[src/rtl/phase_pkg.sv]
// +----------------------------------------------------------------------+
// | phase_pkg: shared state encoding and default timing for the lane      |
// | phase scheduler.                                     Revision: 1.0    |
// +----------------------------------------------------------------------+
`default_nettype none

package phase_pkg;

    localparam int STATE_W = 3;
    localparam int LANE_W  = 3;
    localparam int CNT_W   = 7;

    typedef enum logic [STATE_W-1:0] {
        ST_IDLE    = 3'd0,
        ST_GREEN   = 3'd1,
        ST_YELLOW  = 3'd2,
        ST_ALL_RED = 3'd3,
        ST_EMG     = 3'd4
    } state_t;

    localparam int GREEN_MIN_DEF = 10;
    localparam int GREEN_MAX_DEF = 60;
    localparam int YELLOW_T_DEF  = 3;
    localparam int ALLRED_T_DEF  = 2;

endpackage

`default_nettype wire

[src/rtl/rr_pick.sv]
// +----------------------------------------------------------------------+
// | rr_pick: combinational round-robin lane picker, searching from        |
// | i_last+1 upward with wrap.                           Revision: 1.0    |
// +----------------------------------------------------------------------+
`default_nettype none

module rr_pick (
    input  logic [7:0] i_req,
    input  logic [2:0] i_last,
    output logic       o_valid,
    output logic [2:0] o_idx
);

    logic [2:0] w_cand;

    always_comb begin
        o_valid = 1'b0;
        o_idx   = '0;
        w_cand  = '0;
        // Scan farthest-first so the nearest requester after i_last wins.
        for (int k = 8; k >= 1; k--) begin
            w_cand = i_last + 3'(k);
            if (i_req[w_cand]) begin
                o_valid = 1'b1;
                o_idx   = w_cand;
            end
        end
    end

endmodule

`default_nettype wire

[src/rtl/lane_phase_scheduler.sv]
// +----------------------------------------------------------------------+
// | lane_phase_scheduler: eight-lane signal phase controller with         |
// | round-robin service and emergency preemption.        Revision: 1.0    |
// +----------------------------------------------------------------------+
`default_nettype none

module lane_phase_scheduler
    import phase_pkg::*;
#(
    parameter int GREEN_MIN = GREEN_MIN_DEF,
    parameter int GREEN_MAX = GREEN_MAX_DEF,
    parameter int YELLOW_T  = YELLOW_T_DEF,
    parameter int ALLRED_T  = ALLRED_T_DEF
) (
    input  logic               clk,
    input  logic               rst,
    input  logic [7:0]         req,
    input  logic               emg_req,
    input  logic [LANE_W-1:0]  emg_lane,
    output logic [7:0]         green,
    output logic [7:0]         yellow,
    output logic [STATE_W-1:0] phase,
    output logic [LANE_W-1:0]  active_lane
);

    localparam logic [CNT_W-1:0] c_GREEN_LOAD  = CNT_W'(GREEN_MAX - 1);
    localparam logic [CNT_W-1:0] c_YELLOW_LOAD = CNT_W'(YELLOW_T - 1);
    localparam logic [CNT_W-1:0] c_ALLRED_LOAD = CNT_W'(ALLRED_T - 1);
    localparam logic [CNT_W-1:0] c_MIN_THRESH  = CNT_W'(GREEN_MAX - GREEN_MIN);

    state_t              r_state, w_state_nxt;
    logic [CNT_W-1:0]    r_cnt, w_cnt_nxt;
    logic [LANE_W-1:0]   r_last, w_last_nxt;
    logic [LANE_W-1:0]   r_active, w_active_nxt;
    logic                r_min_met, w_min_nxt;

    logic                w_rr_valid;
    logic [LANE_W-1:0]   w_rr_idx;
    logic [7:0]          w_lane_oh;
    logic                w_others;
    logic                w_timeout;
    logic                w_min_ok;

    rr_pick u_rr_pick (
        .i_req   (req),
        .i_last  (r_last),
        .o_valid (w_rr_valid),
        .o_idx   (w_rr_idx)
    );

    assign w_lane_oh = 8'b1 << r_last;
    assign w_others  = |(req & ~w_lane_oh);
    assign w_timeout = (r_cnt == '0);
    // The counter spans GREEN_MAX; the minimum dwell is a threshold inside that
    // window, latched so a GREEN_MAX reload does not re-impose it.
    assign w_min_ok  = r_min_met || (r_cnt <= c_MIN_THRESH);

    always_ff @(posedge clk or negedge rst) begin
        if (!rst) begin
            r_state   <= ST_IDLE;
            r_cnt     <= '0;
            r_last    <= 3'd7;
            r_active  <= '0;
            r_min_met <= 1'b0;
        end else begin
            r_state   <= w_state_nxt;
            r_cnt     <= w_cnt_nxt;
            r_last    <= w_last_nxt;
            r_active  <= w_active_nxt;
            r_min_met <= w_min_nxt;
        end
    end

    always_comb begin
        w_state_nxt  = r_state;
        w_cnt_nxt    = w_timeout ? r_cnt : r_cnt - CNT_W'(1);
        w_last_nxt   = r_last;
        w_active_nxt = r_active;
        w_min_nxt    = r_min_met;
        case (r_state)
            ST_IDLE: begin
                if (emg_req) begin
                    w_state_nxt  = ST_EMG;
                    w_cnt_nxt    = '0;
                    w_last_nxt   = emg_lane;
                    w_active_nxt = emg_lane;
                end else if (w_rr_valid) begin
                    w_state_nxt  = ST_GREEN;
                    w_cnt_nxt    = c_GREEN_LOAD;
                    w_last_nxt   = w_rr_idx;
                    w_active_nxt = w_rr_idx;
                    w_min_nxt    = 1'b0;
                end
            end
            ST_GREEN: begin
                w_min_nxt = w_min_ok;
                if (emg_req && (emg_lane == r_last)) begin
                    w_state_nxt  = ST_EMG;
                    w_cnt_nxt    = '0;
                    w_last_nxt   = emg_lane;
                    w_active_nxt = emg_lane;
                end else if (emg_req || (w_min_ok && (w_others || !req[r_last]))) begin
                    w_state_nxt = ST_YELLOW;
                    w_cnt_nxt   = c_YELLOW_LOAD;
                end else if (w_timeout) begin
                    w_cnt_nxt = c_GREEN_LOAD;
                end
            end
            ST_YELLOW: begin
                if (w_timeout) begin
                    w_state_nxt = ST_ALL_RED;
                    w_cnt_nxt   = c_ALLRED_LOAD;
                end
            end
            ST_ALL_RED: begin
                if (w_timeout) begin
                    if (emg_req) begin
                        w_state_nxt  = ST_EMG;
                        w_cnt_nxt    = '0;
                        w_last_nxt   = emg_lane;
                        w_active_nxt = emg_lane;
                    end else if (w_rr_valid) begin
                        w_state_nxt  = ST_GREEN;
                        w_cnt_nxt    = c_GREEN_LOAD;
                        w_last_nxt   = w_rr_idx;
                        w_active_nxt = w_rr_idx;
                        w_min_nxt    = 1'b0;
                    end else begin
                        w_state_nxt = ST_IDLE;
                    end
                end
            end
            ST_EMG: begin
                if (!emg_req) begin
                    w_state_nxt = ST_YELLOW;
                    w_cnt_nxt   = c_YELLOW_LOAD;
                end
            end
            default: begin
                w_state_nxt = ST_IDLE;
                w_cnt_nxt   = '0;
            end
        endcase
    end

    always_comb begin
        green  = '0;
        yellow = '0;
        case (r_state)
            ST_GREEN, ST_EMG: green  = w_lane_oh;
            ST_YELLOW:        yellow = w_lane_oh;
            default:          ;
        endcase
    end

    assign phase       = r_state;
    assign active_lane = r_active;

endmodule

`default_nettype wire

[config.mk]
export PLATFORM = sky130hd
export DESIGN_NAME = lane_phase_scheduler
export DESIGN_NICKNAME = d
export VERILOG_FILES = /design/src/rtl/phase_pkg.sv /design/src/rtl/rr_pick.sv /design/src/rtl/lane_phase_scheduler.sv
export SDC_FILE = /design/constraint.sdc
export NUM_CORES = 1
export LEC_CHECK = 0
export ABC_CLOCK_PERIOD_IN_PS = 4000
export CAP_MARGIN = 10
export CORE_MARGIN = 8
export CORE_UTILIZATION = 46
export CTS_CLUSTER_SIZE = 14
export DETAILED_ROUTE_END_ITERATION = 12
export PLACE_DENSITY = 0.76
export SLEW_MARGIN = 40
export SYNTH_ARGS = -nofsm -noshare
export SYNTH_HDL_FRONTEND = slang
export SYNTH_SLANG_ARGS = --single-unit
export TNS_END_PERCENT = 30
[constraint.sdc]
create_clock -name clk -period 4 [get_ports clk]
set_input_delay 0.8 -clock clk [delete_from_list [all_inputs] [get_ports clk]]
set_output_delay 0.8 -clock clk [all_outputs]
set_load 0.01 [all_outputs]
# Word-level counts from Yosys, hierarchy flattened
# Cells that the tools add are included.
# W data, S select, Z words.
dict set report totals {
  ff_bits 17
  elab_cells 117
  in_bits 14
}
dict set report op_classes {
  n_shift 1
  n_addsub 8
  bitwise 2
  magnitude_cmp 9
  eq_ne 11
  muxes 67
  n_reduce_logical 14
}
# operator count
set ops {}
lappend ops {{$mux W3} 23}
lappend ops {{$mux W7} 9}
lappend ops {{$pmux W7 S5} 1}
lappend ops {{$lt A3 B4 Y1 const B} 8}
lappend ops {{$bmux W1 S3} 8}
lappend ops {{$mux W1} 20}
lappend ops {{$pmux W3 S3} 2}
lappend ops {{$mux W8} 2}
lappend ops {{$pmux W3 S5} 1}
lappend ops {{$add A3 B3 Y3 const B} 4}
lappend ops {{$and A8 B8 Y8} 1}
lappend ops {{$ne A2 B2 Y1 const B} 4}
lappend ops {{$not A8 Y8} 1}
lappend ops {{$reduce_or A8 Y1} 1}
lappend ops {{$shl A1 B3 Y8 const A} 1}
lappend ops {{$le A7 B6 Y1 const B} 1}
lappend ops {{$logic_not A7 Y1} 1}
lappend ops {{$sub A7 B1 Y7 const B} 1}
lappend ops {{$add A3 B2 Y3 const B} 2}
lappend ops {{$eq A3 B2 Y1 const B} 2}
lappend ops {{$reduce_and A5 Y1} 1}
lappend ops {{$add A3 B1 Y3 const B} 1}
lappend ops {{$eq A3 B1 Y1 const B} 1}
lappend ops {{$eq A3 B3 Y1} 1}
lappend ops {{12 further kinds} 15}

# Logic depth before layout (Yosys ltp)
# Gate-level depths: netlist (run 1).
dict set report depth {
  ltp_word 14
  ltp_mapped 12
  ltp_nobuf 9
}

# Cells and area by module
# A second synthesis (run 1) with hierarchy kept.
dict set report unflattened {
  cells_unflattened 261
  hier_area_um2 2160.8
}
# module area_per_inst_um2 seq_area_each_um2 n_inst cells_per_inst
set by_module_without_submodules {}
lappend by_module_without_submodules {lane_phase_scheduler 1477.7 429.2 1 183}
lappend by_module_without_submodules {rr_pick 683.2 0.0 1 78}

# Least setup slack after synthesis (run 1)
# Ideal clock, no wire load.
dict set report synth_path {
  path_kind {register -> register}
  start {register r_last[0]}
  end {register r_cnt[3]}
  stages_incl_launch_ff 11
  required_time_ns 3.858
  slack_ns 0.847
  arrival_time_ns 3.011
  setup_ns 0.142
  n_path_buf 3
  cell_sequence {dfstp_2 buf_6 buf_2 inv_2 ha_1 buf_6 mux4_2 nor4_4 nand3_4 a222oi_1 a21oi_1}
}
dict set report synth_between {
  elab_chain_cells 14
}
# item line
set synth_lines {}
lappend synth_lines {{from (decl)} lane_phase_scheduler.sv:33} ;# logic [LANE_W-1:0] r_last, w_last_nxt;
lappend synth_lines {{from (signal assigned)} lane_phase_scheduler.sv:68} ;# r_last <= w_last_nxt;
lappend synth_lines {{$add A3 B3 Y3 / $bmux W1 S3 (equally long branches)} {rr_pick.sv:22, rr_pick.sv:23, lane_phase_scheduler.sv:102}}
lappend synth_lines {{$bmux W1 S3 / $mux W1 (equally long branches)} {rr_pick.sv:23, lane_phase_scheduler.sv:102}}
lappend synth_lines {{$mux W1 (implied by the code)} rr_pick.sv:23} ;# if (i_req[w_cand]) begin
lappend synth_lines {{$mux W1 (7 in series)} rr_pick.sv:23}
lappend synth_lines {{$mux W7} {lane_phase_scheduler.sv:87, lane_phase_scheduler.sv:122}}
lappend synth_lines {{$mux W7} lane_phase_scheduler.sv:82} ;# if (emg_req) begin
lappend synth_lines {{$mux W7} lane_phase_scheduler.sv:116} ;# if (w_timeout) begin
lappend synth_lines {{$pmux W7 S5 *} lane_phase_scheduler.sv:80} ;# case (r_state)
lappend synth_lines {{net w_cnt_nxt[3]} lane_phase_scheduler.sv:32} ;# logic [CNT_W-1:0] r_cnt, w_cnt_nxt;
lappend synth_lines {{to (signal assigned)} lane_phase_scheduler.sv:67} ;# r_cnt <= w_cnt_nxt;
lappend synth_lines {{to (decl)} lane_phase_scheduler.sv:32}
# Mark *: on every way through the listed nets, which the timed path passes. The rest lies on a longest branch. The select of a mux whose other input is x is not followed.
# A chain may end at the register's enable or synchronous reset.

# Final worst setup path (run 1)
dict set report layout_path {
  start {input req[0]}
  end {register r_cnt[3]}
}
dict set report layout_between {
  elab_chain_cells 14
}
# item line
set layout_lines {}
lappend layout_lines {{from (decl)} lane_phase_scheduler.sv:17} ;# input logic [7:0] req,
lappend layout_lines {{$bmux W1 S3} {rr_pick.sv:23, lane_phase_scheduler.sv:102}}
lappend layout_lines {{$mux W1 (implied by the code)} {rr_pick.sv:23, lane_phase_scheduler.sv:102}}
lappend layout_lines {{$mux W1 (8 in series)} rr_pick.sv:23}
lappend layout_lines {{$mux W7} {lane_phase_scheduler.sv:87, lane_phase_scheduler.sv:122}}
lappend layout_lines {{$mux W7} lane_phase_scheduler.sv:82}
lappend layout_lines {{$mux W7} lane_phase_scheduler.sv:116}
lappend layout_lines {{$pmux W7 S5 *} lane_phase_scheduler.sv:80}
lappend layout_lines {{net w_cnt_nxt[3]} lane_phase_scheduler.sv:32}
# Marks and branches as above.

==> qor.yml, run 1 <==
clock_network:
  clock_latency_ns: 0.25
  clkTransAtPathRegs_ns: 0.06
  ctsHoldBuffers: 0
  cts_tree: "built"
  cts-root-buf: "clkbuf_8"
  cts-resized-gates: 0
  clock-sinks: 17
  cts_buffer_depth: 2
  numCtsBuffers: 3
  post_cts_buffers: 0
  cts_max_level: 1
die:
  fp.dieW_um: 89.31
  start_util: 0.4810
  die_h_um: 89.31
  dieArea_um2: 7976
  fp.coreArea_um2: 5140
  rows: 26
  io_pins: 36
logic_synthesis:
  synth_edf_count: 0
  yosys.cell_types.count: 63
  syn_nets: 313
  yosysTopAreaCell: "mux4_2"
  yosys_register_bits: 17
  netlist_instances: 289
  async_flop_share: 1.000
  synthTopCellsByArea: "mux4_2, dfrtp_1, nor2_1, ha_1, a21oi_1"
  ys_seq_area_frac: 0.1736
  synthFlopType: "dfrtp_1"
  synth_warnings: 0
  netlist_area_um2: 2472
  synth.top_cell.area_share: 0.1731
  avgSynthCellArea_um2: 8.555
power:
  leakage_nw: 1.053
  ir_drop_uv: 399.8
  p_seq_frac: 0.156
  p_clk_frac: 0.050
  p_per_area_nw_per_um2: 900.0
  power_switching_mw: 1.279
  power_frac_comb: 0.794
  p_sw_frac: 0.4974
  intPower_mw: 1.292
setup_path:
  cp-end-kind: "flop"
  required_ns: 4.11
  cp_top_family: "buffers and inverters"
  path_cells: "clkdlybuf4s50_1 > mux4_2 > nor4_4 > nand3_4 > a222oi_1 > a21oi_1"
  startpoint_type: "input port"
  criticalPathCategory: "in -> reg"
  cpPeakStageDelay_ns: 0.66
  crit_buf_inv: 1
  cp_max_fo: 12
  cp.arrival_ns: 3.30
  slowest_stage: "clkdlybuf4s50_1"
drt:
  drc: 0
  dr.pass1.iters: 4
  drt_iter0_markers: 294
  routed_via_density: 6.211
  wl_per_cell_um: 17.89
  routed_wl_um: 6689
  ant_nets: 0
  vias: 2323
sta:
  slew_headroom: 0.6379
  hold_violations: 0
  period_needed_ns: 3.192
  skew_ns: 0.001849
  setup_viol: 0
  timing.fmax_ghz: 0.3133
  holdWs_ns: 0.4665
  tightest_slew_ns: 0.5432
  rsz0062_at_grt: "no"
  finalCritPeriodShare: 0.7980
  finalSetupTns_ns: 0
  slew_violations: 0
cells_and_area:
  layout_commonest_cell: "nor2_1"
  layout_common_cells: "nor2_1, clkdlybuf4s50_1, nand2_1, mux4_2, a21oi_1"
  antenna_cells: 0
  syn_to_final_growth_pct: 15.54
  drive_above_1_share: 0.1711
  nets: 329
min_path:
  hold_path_class: "in -> async"
place:
  dp_hpwl_um: 5129
  port_buffers: 35
  gp_congestion: 0.8556
global_routing:
  overflow: 0
  grt_pass1_vias: 2309
  grt_pass1_wl_um: 11570
  grt_max_degree: 22
  antenna_found_initial: 0
  grt_use_total: 0.1834
run_status:
  outcome: "finished, final reports clean"
job:
  maxCapViolCount: 0
==> layout make-up <==
type	count	area (um2)
Clock buffer	4	45.04
Fill cell	493	2283
Inverter	11	41.29
Multi-Input combinational cell	232	1871
Sequential cell	17	429.2
Tap cell	70	87.58
Timing Repair Buffer	40	382.9
==> worst register-to-register path: cells and delay by family, from the launching register on <==
family | cells | cell delay (ns)
DFF | 1 | 0.65
AOI/OAI and AO/OA | 3 | 0.83
and+or+nand+nor | 2 | 0.32
muxes | 1 | 0.41
adders and majority gates | 1 | 0.40
buffers and inverters | 2 | 0.44
==> synth_stat cells, drive strengths merged (4+ instances only) <==
| master | count |
|---|---|
| mux4 | 19 |
| a21oi | 17 |
| a22oi | 4 |
| nand2b | 4 |
| inv | 11 |
| nand3 | 5 |
| xnor2 | 7 |
| nand2 | 21 |
| clkbuf | 19 |
| nor3 | 8 |
| nor2b | 6 |
| ha | 10 |
| a221oi | 4 |
| a211oi | 5 |
| or2 | 5 |
| dfrtp | 14 |
| mux2 | 4 |
| buf | 10 |
| o21ai | 8 |
| mux2i | 8 |
| nor2 | 42 |
==> metrics by stage <==
stage	setup slack [ns]	utilization	instances	power [mW]	area [um2]
floorplan	0.8470	-	289	1.997	2472
global placement	0.6360	0.5480	370	2.393	2816
detailed placement	0.5606	0.5480	370	2.433	2816
CTS	0.8246	0.5567	374	2.571	2861
global route	0.5737	0.5557	374	2.816	2856
finish	0.8080	0.5557	374	2.571	2856
==> path summary, 6_finish.rpt <==
check / start / to / slack, ns / cells after the start
worst max-delay path: req[0] / r_cnt[3]$_DFF_PN0_ / 0.81 / 6
worst min-delay path: rst / phase[2]$_DFFE_PN0P_ / 0.47 / 1
min in group clk: r_min_met$_DFFE_PN0P_ / r_min_met$_DFFE_PN0P_ / 0.50 / 1
worst min register to register: r_min_met$_DFFE_PN0P_ / r_min_met$_DFFE_PN0P_ / 0.50 / 1
worst max register to register: r_last[0]$_DFFE_PN1P_ / active_lane[2]$_DFFE_PN0P_ / 0.83 / 9
max in group asynchronous: rst / r_last[1]$_DFFE_PN1P_ / 3.21 / 1
==> cells by family (layout without fill, tap and decap cells) <==
| group | Yosys count | in the layout | synth area share |
|---|---|---|---|
| and+or+nand+nor | 104 | 104 | 0.2115 |
| adders and majority gates | 10 | 10 | 0.05061 |
| DFF | 17 | 17 | 0.1736 |
| buffers and inverters | 40 | 55 | 0.06984 |
| muxes | 31 | 31 | 0.2237 |
| xor gates and xnor gates | 10 | 10 | 0.03543 |
| AOI/OAI and AO/OA | 77 | 77 | 0.2353 |
==> metal layers <==
layer / global-route usage / up-vias / wire length [um]
li1: - / 1109 / -
met2: 0.2956 / 69 / 3243
met1: 0.2489 / 1139 / 3048
met4: 0.04381 / 0 / 59
met5: 0 / - / 0
met3: 0.02941 / 6 / 337
==> power groups by stage <==
stage	registers [mW]	clock network [mW]	logic [mW]
2_1_floorplan	0.337	0	1.66
3_3_place_gp	0.399	0	1.99
3_5_place_dp	0.401	0	2.03
4_1_cts	0.399	0.133	2.04
5_1_grt	0.416	0.143	2.26
6_report	0.400	0.129	2.04
==> sequential cells by signal, summed over array words and instances (netlist names) <==
name,flops
active_lane,3
phase,3
r_cnt,7
r_last,3
r_min_met,1
(Power assumes the default switching activity.)
==> run 2, diff against run 1 <==
Settings changed: ABC_CLOCK_PERIOD_IN_PS 4000 to 3140.
Clock period 4 ns to 3.14 ns, I/O delays scaled along.
==> qor.yml, run 2 (same netlist as run 1, synthesis figures left out) <==
clock_network:
  cts_max_level: 1  # unchanged
  clkTransAtPathRegs_ns: 0.07  # was 0.06 ns
  clock-sinks: 17  # unchanged
  numCtsBuffers: 3  # unchanged
  clock_latency_ns: 0.26  # was 0.25 ns
  cts_buffer_depth: 2  # unchanged
  cts_tree: "built"  # unchanged
  ctsHoldBuffers: 0  # unchanged
  cts-root-buf: "clkbuf_8"  # unchanged
die:
  io_pins: 36  # unchanged
  die_h_um: 89.31  # unchanged
  rows: 26  # unchanged
  dieArea_um2: 7976  # unchanged
  fp.coreArea_um2: 5140  # unchanged
  start_util: 0.4810  # unchanged
  fp.dieW_um: 89.31  # unchanged
setup_path:
  cp-end-kind: "flop"  # unchanged
  required_ns: 3.26  # was 4.11 ns
  cp_max_fo: 9  # was 12
  startpoint_type: "flop"  # was input port
  r2r_start: "r_last[0]$_DFFE_PN1P_"  # unchanged
  critPathLaunch: "r_last[0]$_DFFE_PN1P_"  # was req[0]
  cp.arrival_ns: 3.08  # was 3.30 ns
  criticalPathCategory: "reg -> reg"  # was in -> reg
drt:
  routed_wl_um: 7396  # was 6689 um
  dr.pass1.iters: 5  # was 4
  vias: 2544  # was 2323
  routed_via_density: 6.473  # was 6.211
  drc: 0  # unchanged
  drt_iter0_markers: 256  # was 294
  wl_per_cell_um: 18.82  # was 17.89 um
  ant_nets: 0  # unchanged
sta:
  slew_violations: 0  # unchanged
  slew_headroom: 0.6773  # was 0.6379
  setup_ws_ns: 0.1807  # was 0.8080 ns
  hold_violations: 0  # unchanged
  finalCritPeriodShare: 0.9424
  tightest_slew_ns: 0.4841  # was 0.5432 ns
  holdWs_ns: 0.2847  # was 0.4665 ns
  period_needed_ns: 2.959
  finalSetupTns_ns: 0  # unchanged
  skew_ns: 0.001852  # was 0.001849 ns
  timing.fmax_ghz: 0.3379
  setup_viol: 0  # unchanged
  rsz0062_at_grt: "no"  # unchanged
cells_and_area:
  fillers: 497  # was 493
  largest_reg_flops: 7  # unchanged
  final_core_util: 0.5852  # was 0.5557
  fin_area_um2: 3008  # was 2856 um2
  syn_to_final_growth_pct: 21.66  # was 15.54%
  nets: 348  # was 329
  largest-register: "r_cnt"  # unchanged
  layout_commonest_cell: "nor2_1"  # unchanged
  final_cells: 393  # was 374
  drive_above_1_share: 0.2291  # was 0.1711
  layout_common_cells: "nor2_1, clkdlybuf4s50_1, buf_4, nand2_1, mux4_2"  # was nor2_1, clkdlybuf4s50_1, nand2_1, mux4_2, a21oi_1
  antenna_cells: 0  # unchanged
global_routing:
  grt_pass1_vias: 2493  # was 2309
  antenna_found_initial: 0  # unchanged
  overflow: 0  # unchanged
  grt_pass1_wl_um: 12210  # was 11570 um
  grt_max_degree: 20  # was 22
  grt_use_total: 0.1943  # was 0.1834
place:
  gp_congestion: 0.9407  # was 0.8556
  place_ws_ns: 0.06298  # was 0.5606 ns
  port_buffers: 35  # unchanged
  dp_hpwl_um: 5594  # was 5129 um
  post-place-cells: 389  # was 370
  place_area_um2: 2959  # was 2816 um2
power:
  ir_drop_uv: 470.9  # was 399.8 uV
  leakage_nw: 1.147  # was 1.053 nW
  p_per_area_nw_per_um2: 1159  # was 900.0 nW/um2
  finalPower_mw: 3.485  # was 2.571 mW
min_path:
  hold_path_class: "in -> async"  # unchanged
job:
  maxCapViolCount: 0  # unchanged
run_status:
  outcome: "finished, final reports clean"  # unchanged
-- run 2: path summary, 6_finish.rpt --
kind / slack (ns) / endpoint / depth (start not counted)
min: 0.28 / active_lane[2]$_DFFE_PN0P_ / 1
max reg2reg: 0.18 / r_cnt[3]$_DFF_PN0_ / 7
min reg2reg: 0.50 / r_min_met$_DFFE_PN0P_ / 1
max in group asynchronous: 2.54 / r_last[1]$_DFFE_PN1P_ / 1
max: 0.18 / r_cnt[3]$_DFF_PN0_ / 7
min in group clk: 0.50 / r_min_met$_DFFE_PN0P_ / 1
-- run 2: area by class of cell --
cell class	count	area [um2]	share of cell area
clock buffers	3	41.29	0.01373
clock inverters	1	5.005	0.001664
inverters	11	41.29	0.01373
multi-input cells	232	1878	0.6244
flip-flops and latches	17	429.2	0.1427
well taps	70	87.58	0.02912
repair buffers	59	525.5	0.1747
-- run 2: power by group --
part	leakage, nW	switching, mW	internal, mW	total (mW)
Combinational	0.917	1.53	1.32	2.85
Clock	0.0255	0.0828	0.0882	0.171
Sequential	0.204	0.123	0.341	0.464
Total	1.15	1.74	1.75	3.49
-- run 2: what timing repair did --
| item | 4_1_cts | 5_1_grt |
|---|---|---|
| gates resized for setup | 0 | 2 |
| endpoints found under the setup margin | 0 | 4 |
| buffers inserted | 0 | 0 |
-- run 2: critical path: stages, from the launching register on --
cell	delay [ns]
dfstp_2	0.61
inv_2	0.06
ha_2	0.43
mux4_2	0.61
nor4_4	0.37
nand3_4	0.18
a222oi_1	0.48
a21oi_1	0.09
-- run 2: layer usage --
| metal | GRT usage | part of all wire |
|---|---|---|
| met5 | 0 | 0 |
| met4 | 0.06193 | 0.018 |
| met3 | 0.03033 | 0.077 |
| met2 | 0.3232 | 0.49 |
| met1 | 0.2504 | 0.41 |
==> RTL edit 1, RTL diff (config.mk and constraints of run 1) <==
Change the package constant `CNT_W` from 7 to 14.
--- a/src/rtl/phase_pkg.sv
+++ b/src/rtl/phase_pkg.sv
@@ -8,7 +8,7 @@
 
     localparam int STATE_W = 3;
     localparam int LANE_W  = 3;
-    localparam int CNT_W   = 7;
+    localparam int CNT_W   = 14;
 
     typedef enum logic [STATE_W-1:0] {
         ST_IDLE    = 3'd0,
Check against the original RTL: same outputs for any inputs over 10 cycles, from zero or initial values and one cycle with rst low; that may be too few to reach the edited logic, so the function may still have changed.
==> RTL edit 1 against run 1 <==
Register-to-register slack got worse by 0.34 ns; critical path depth increased by 1; sequential cell count is 7 higher; final cell count is 18% higher; final area rose by 16%; setup slack got worse by 0.31 ns; sequential share of layout area is 3.2 points higher; synthesized area increased by 18%; wire length rose by 22%; total power up 9.1%.
==> RTL edit 1: results (changes against run 1) <==
- Via Count: 2878 (+24%)
- Crit-path max FO: 22 (+10)
- Seq pwr: 0.566 mW (+41%)
- Post-DP HPWL: 6105 um (+19%)
- Fin nets: 391 (+19%)
- Slowest cell delay on critical path: 0.87 ns (+0.21 ns)
- Pre-antenna DRT Iters: 7 (+3)
- Max FFs per register: 14 (+7)
- Share of cells above drive strength 1: 15.30% (-1.8 points)
- GRT Overall Usage: 17.58% (-0.76 points)
- Cell family with the largest share of critical-path delay: multiplexers
- Worst VDD drop: 0.0004522 V (+13%)
- Count of cell types in the netlist: 71 (+13%)
- Leak: 1.266 nW (+20%)
- GR Util met1: 22.78% (-2.1 points)
- Synth top cells by count: 38 x nor2_1, 29 x a21oi_1, 27 x nand2_1, 21 x dfrtp_1, 16 x clkbuf_1
- First-pass GRT wire length: 13180 um (+14%)
- Met2 Usage GRT: 30.09% (+0.53 points)
- Critical-path top delay cell: dfstp_2
- Worst Skew: 0.01003 ns (+0.008180 ns)
- Routed Wire Length: 8159 um (+22%)
- Met3 Usage GRT: 1.732% (-1.2 points)
- Sw power: 1.419 mW (+11%)
- Filler cells: 583 (+18%)
- Leading post-synthesis cells by cell area: dfrtp_1 18%, mux4_2 9.3%, mux2i_1 5.2%
- Clock Power Share: 5.9% (+0.9 points)
- GP Congestion: 0.9179 (+7.3%)
- Clk_lat worst skew: 0.27 ns (+0.02 ns)
- Status: finished clean
- Power Dens Cells: 844.3 nW/um2 (-6.2%)
- CTS clk-pin slew, worst paths: 0.09 ns (+0.03 ns)
- CP arrival: 3.70 ns (+0.40 ns)
- Syn nets: 371 (+19%)
- Met2 wire len: 3910 um (+21%)
[RTL edit 1: cell types whose count changed in the layout (fill, tap and decap cells not counted), moves of 5 or more]
cell / before / now
a21oi_1: 17 / 29
nand3_1: 4 / 12
dfrtp_1: 14 / 21
mux2i_1: 8 / 15
mux4_2: 19 / 12
o21ai_0: 5 / 12
nand2_1: 21 / 27
nor3_1: 7 / 12
xor2_1: 3 / 8
[RTL edit 1: worst paths after layout]
kind	slack, ns	start	end	depth (start not counted)
hold reg to reg	0.52	active_lane[2]	active_lane[2]	2
min in group clk	0.52	active_lane[2]	active_lane[2]	2
max in group asynchronous	3.11	rst	r_last[1]	1
setup reg to reg	0.49	r_last[1]	r_last[1]	7
hold / removal	0.51	rst	r_cnt[9]	1
setup / recovery	0.49	r_last[1]	r_last[1]	7
[RTL edit 1: logic make-up after synthesis]
kind of cell | Yosys count | share of synthesized area [%]
simple gates | 122 | 20.89
mux | 36 | 18.09
fa+ha+maj | 10 | 4.307
flops | 24 | 20.80
compound gates | 101 | 25.11
xor+xnor | 16 | 5.082
buf+inv | 38 | 5.728
[RTL edit 1: final cells by class]
type,instances,share of cell area [%]
tap,77,2.900
sequential,24,18.19
timing repair buffer,40,11.53
inverter,13,1.469
multi-input combinational,285,64.26
clock buffer,4,1.657
[RTL edit 1: metrics by stage]
step                worst slack (ns)  cell area, um2  util [%]  hold slack, ns  cells
detailed placement            0.5538            3267     52.35          0.5089    439
finish                        0.4943            3322     53.23          0.5101    443
floorplan                     0.9911            2905         -          0.5044    347
CTS                           0.5267            3322     53.23          0.5223    443
global route                  0.2826            3322     53.23          0.5475    443
global placement              0.6750            3272     52.43          0.4814    439
==> RTL edit 2, RTL diff (flow settings as in run 1) <==
Made on the original files. Add an input register stage for `req`, `emg_req` and `emg_lane`, without a reset; this delays them by one clock.
--- a/src/rtl/lane_phase_scheduler.sv
+++ b/src/rtl/lane_phase_scheduler.sv
@@ -28,6 +28,16 @@
     localparam logic [CNT_W-1:0] c_ALLRED_LOAD = CNT_W'(ALLRED_T - 1);
     localparam logic [CNT_W-1:0] c_MIN_THRESH  = CNT_W'(GREEN_MAX - GREEN_MIN);
 
+    logic [7:0] req_q;
+    logic emg_req_q;
+    logic [LANE_W-1:0] emg_lane_q;
+
+    always_ff @(posedge clk) begin
+        req_q      <= req;
+        emg_req_q  <= emg_req;
+        emg_lane_q <= emg_lane;
+    end
+
     state_t              r_state, w_state_nxt;
     logic [CNT_W-1:0]    r_cnt, w_cnt_nxt;
     logic [LANE_W-1:0]   r_last, w_last_nxt;
@@ -42,14 +52,14 @@
     logic                w_min_ok;
 
     rr_pick u_rr_pick (
-        .i_req   (req),
+        .i_req   (req_q),
         .i_last  (r_last),
         .o_valid (w_rr_valid),
         .o_idx   (w_rr_idx)
     );
 
     assign w_lane_oh = 8'b1 << r_last;
-    assign w_others  = |(req & ~w_lane_oh);
+    assign w_others  = |(req_q & ~w_lane_oh);
     assign w_timeout = (r_cnt == '0);
     // The counter spans GREEN_MAX; the minimum dwell is a threshold inside that
     // window, latched so a GREEN_MAX reload does not re-impose it.
@@ -79,11 +89,11 @@
         w_min_nxt    = r_min_met;
         case (r_state)
             ST_IDLE: begin
-                if (emg_req) begin
+                if (emg_req_q) begin
                     w_state_nxt  = ST_EMG;
                     w_cnt_nxt    = '0;
-                    w_last_nxt   = emg_lane;
-                    w_active_nxt = emg_lane;
+                    w_last_nxt   = emg_lane_q;
+                    w_active_nxt = emg_lane_q;
                 end else if (w_rr_valid) begin
                     w_state_nxt  = ST_GREEN;
                     w_cnt_nxt    = c_GREEN_LOAD;
@@ -94,12 +104,12 @@
             end
             ST_GREEN: begin
                 w_min_nxt = w_min_ok;
-                if (emg_req && (emg_lane == r_last)) begin
+                if (emg_req_q && (emg_lane_q == r_last)) begin
                     w_state_nxt  = ST_EMG;
                     w_cnt_nxt    = '0;
-                    w_last_nxt   = emg_lane;
-                    w_active_nxt = emg_lane;
-                end else if (emg_req || (w_min_ok && (w_others || !req[r_last]))) begin
+                    w_last_nxt   = emg_lane_q;
+                    w_active_nxt = emg_lane_q;
+                end else if (emg_req_q || (w_min_ok && (w_others || !req_q[r_last]))) begin
                     w_state_nxt = ST_YELLOW;
                     w_cnt_nxt   = c_YELLOW_LOAD;
                 end else if (w_timeout) begin
@@ -114,11 +124,11 @@
             end
             ST_ALL_RED: begin
                 if (w_timeout) begin
-                    if (emg_req) begin
+                    if (emg_req_q) begin
                         w_state_nxt  = ST_EMG;
                         w_cnt_nxt    = '0;
-                        w_last_nxt   = emg_lane;
-                        w_active_nxt = emg_lane;
+                        w_last_nxt   = emg_lane_q;
+                        w_active_nxt = emg_lane_q;
                     end else if (w_rr_valid) begin
                         w_state_nxt  = ST_GREEN;
                         w_cnt_nxt    = c_GREEN_LOAD;
@@ -131,7 +141,7 @@
                 end
             end
             ST_EMG: begin
-                if (!emg_req) begin
+                if (!emg_req_q) begin
                     w_state_nxt = ST_YELLOW;
                     w_cnt_nxt   = c_YELLOW_LOAD;
                 end
Behaviour: not the same (a bounded check fails within 4 cycles, from zero or initial values and one cycle with rst low).
==> RTL edit 2 against run 1 <==
Total power grew 4.5%; combinational power shrank 8%; highest routed layer unchanged; largest power group unchanged; synthesized area rose by 1.6%; wire length is 0.48% lower; setup slack got worse by 0.10 ns; synthesized cell count increased by 1.4%; critical path type is now reg2reg; via count rose by 1.9%; sequential cell count rose by 12; final area grew 3.9%; largest cell class unchanged.
==> RTL edit 2: results (changes against run 1) <==
- Initial DRC Count: 129 (-56%)
- CTS clk-pin slew, worst paths: 0.06 ns (about the same)
- Met2 Usage GRT: 29.33% (-0.24 points)
- GP Congestion: 0.9029 (+5.5%)
- Seq/Total Area, Yosys: 26.64% (+9.3 points)
- Leading post-synthesis cells by cell area: dfrtp_1 14%, dfxtp_1 9.6%, mux4_2 6.3%
- Ys async rst share: 58.62% (-41 points)
- Hold WC Path Type: in2async
- First-pass GRT wire length: 11520 um (-0.41%)
- Post-cts sizing count: 0 (unchanged)
- Via Count: 2367 (+1.9%)
- Crit. Startpoint: r_last[0]
- Vias in the first global route: 2335 (+1.1%)
- R2R depth: 8 (-1)
- Total CTS buffers: 5 (+2)
- Multi-input gate area: 1695 um2 (-9.4%)
- Count of cell types in the netlist: 69 (+9.5%)
- Leak: 1.165 nW (+11%)
- Internal Power: 1.384 mW (+7.1%)
- Ant diodes: 0 (unchanged)
- Met3 Usage GRT: 3.491% (+0.55 points)
- Share of cells above drive strength 1: 10.84% (-6.3 points)
- Largest net degree at the start of global routing: 25 (+14%)
- Fin nets: 347 (+5.5%)
- CP arrival: 3.49 ns (+0.19 ns)
- GRT Overall Usage: 17.02% (-1.3 points)
- Worst Skew: 0.003101 ns (+0.001252 ns)
- Postcts setup bufs: 0 (unchanged)
- # H-tree levels: 2 (+1)
- Root Driver: clkbuf_8
- Worst Setup EP: active_lane[2]
- Routed Wire Length: 6657 um (-0.48%)
- Clk_lat worst skew: 0.28 ns (+0.03 ns)
- Post-DP Area: 2884 um2 (+2.4%)
- Synth top cells by count: 42 x nor2_1, 24 x nand2_1, 15 x inv_1, 14 x dfrtp_1, 12 x dfxtp_1
- Worst VDD drop: 0.0004102 V (+2.6%)
- Synth warn: 0 (unchanged)
- Status: finished clean
- GR Util met1: 20.05% (-4.8 points)
- Syn nets: 318 (+1.6%)
- Biggest regs: req_q: 8 flops, r_cnt: 7 flops
- Worst-Margin Slew: 0.7722 ns (+0.2290 ns)
- Post-DP HPWL: 5086 um (-0.84%)
- CTS Buffer Depth: 2 (unchanged)
- Filler cells: 544 (+10%)
- Setup slack, reg-to-reg: 0.71 ns (-0.12 ns)
-- RTL edit 2: cell type report --
type                            instances  area share [%]
Clock buffer                            8           3.034
Tap cell                               72           3.034
Multi-Input combinational cell        232           57.10
Timing Repair Buffer                   37           12.14
Sequential cell                        29           22.55
Inverter                               17           2.149
-- RTL edit 2: routing by layer --
layer	wire (um)	up-vias
met5	0	-
met4	124	0
met3	324	11
met2	3352	68
met1	2855	1137
li1	-	1151
-- RTL edit 2: kinds of logic (layout without fill, tap and decap cells) --
kind of cell,count (synthesis),count (layout),synth area share (%)
DFF,29,29,26.64
adders and majority gates,11,11,5.478
muxes,24,24,15.34
buffers and inverters,32,62,5.876
AOI/OAI and AO/OA,70,70,20.37
xor gates and xnor gates,11,11,3.835
and+or+nand+nor,116,116,22.46
-- RTL edit 2: critical path: stages (launching register included) --
cell and delay [ns]:
dfstp_2 0.53, inv_1 0.14, ha_1 0.59, mux4_2 0.63
mux2i_4 0.30, and4_1 0.42, a221oi_2 0.21, o311a_1 0.19
nor3_1 0.19
-- RTL edit 2: through the flow --
step | cells | setup WS, ns
finish | 395 | 0.7079
global route | 395 | 0.4686
CTS | 395 | 0.6941
detailed placement | 387 | 0.7250
global placement | 387 | 0.7891
floorplan | 293 | 0.9008
-- RTL edit 2: worst min-delay path by stage --
stage	from	endpoint	slack (ns)	depth (start not counted)
2_1_floorplan	r_min_met	r_min_met	0.47	2
3_3_place_gp	r_min_met	r_min_met	0.49	2
3_5_place_dp	active_lane[1]	active_lane[1]	0.50	2
4_1_cts	active_lane[1]	active_lane[1]	0.52	2
5_1_grt	rst	r_cnt[1]	0.46	1
6_report	rst	r_cnt[3]	0.43	1
-- RTL edit 2: power by group through the flow --
stage	sequential, mW	combinational (mW)	clock [mW]
floorplan	0.502	1.50	0
global placement	0.563	1.83	0
detailed placement	0.569	1.86	0
CTS	0.564	1.87	0.249
global route	0.586	2.07	0.268
finish	0.567	1.87	0.246
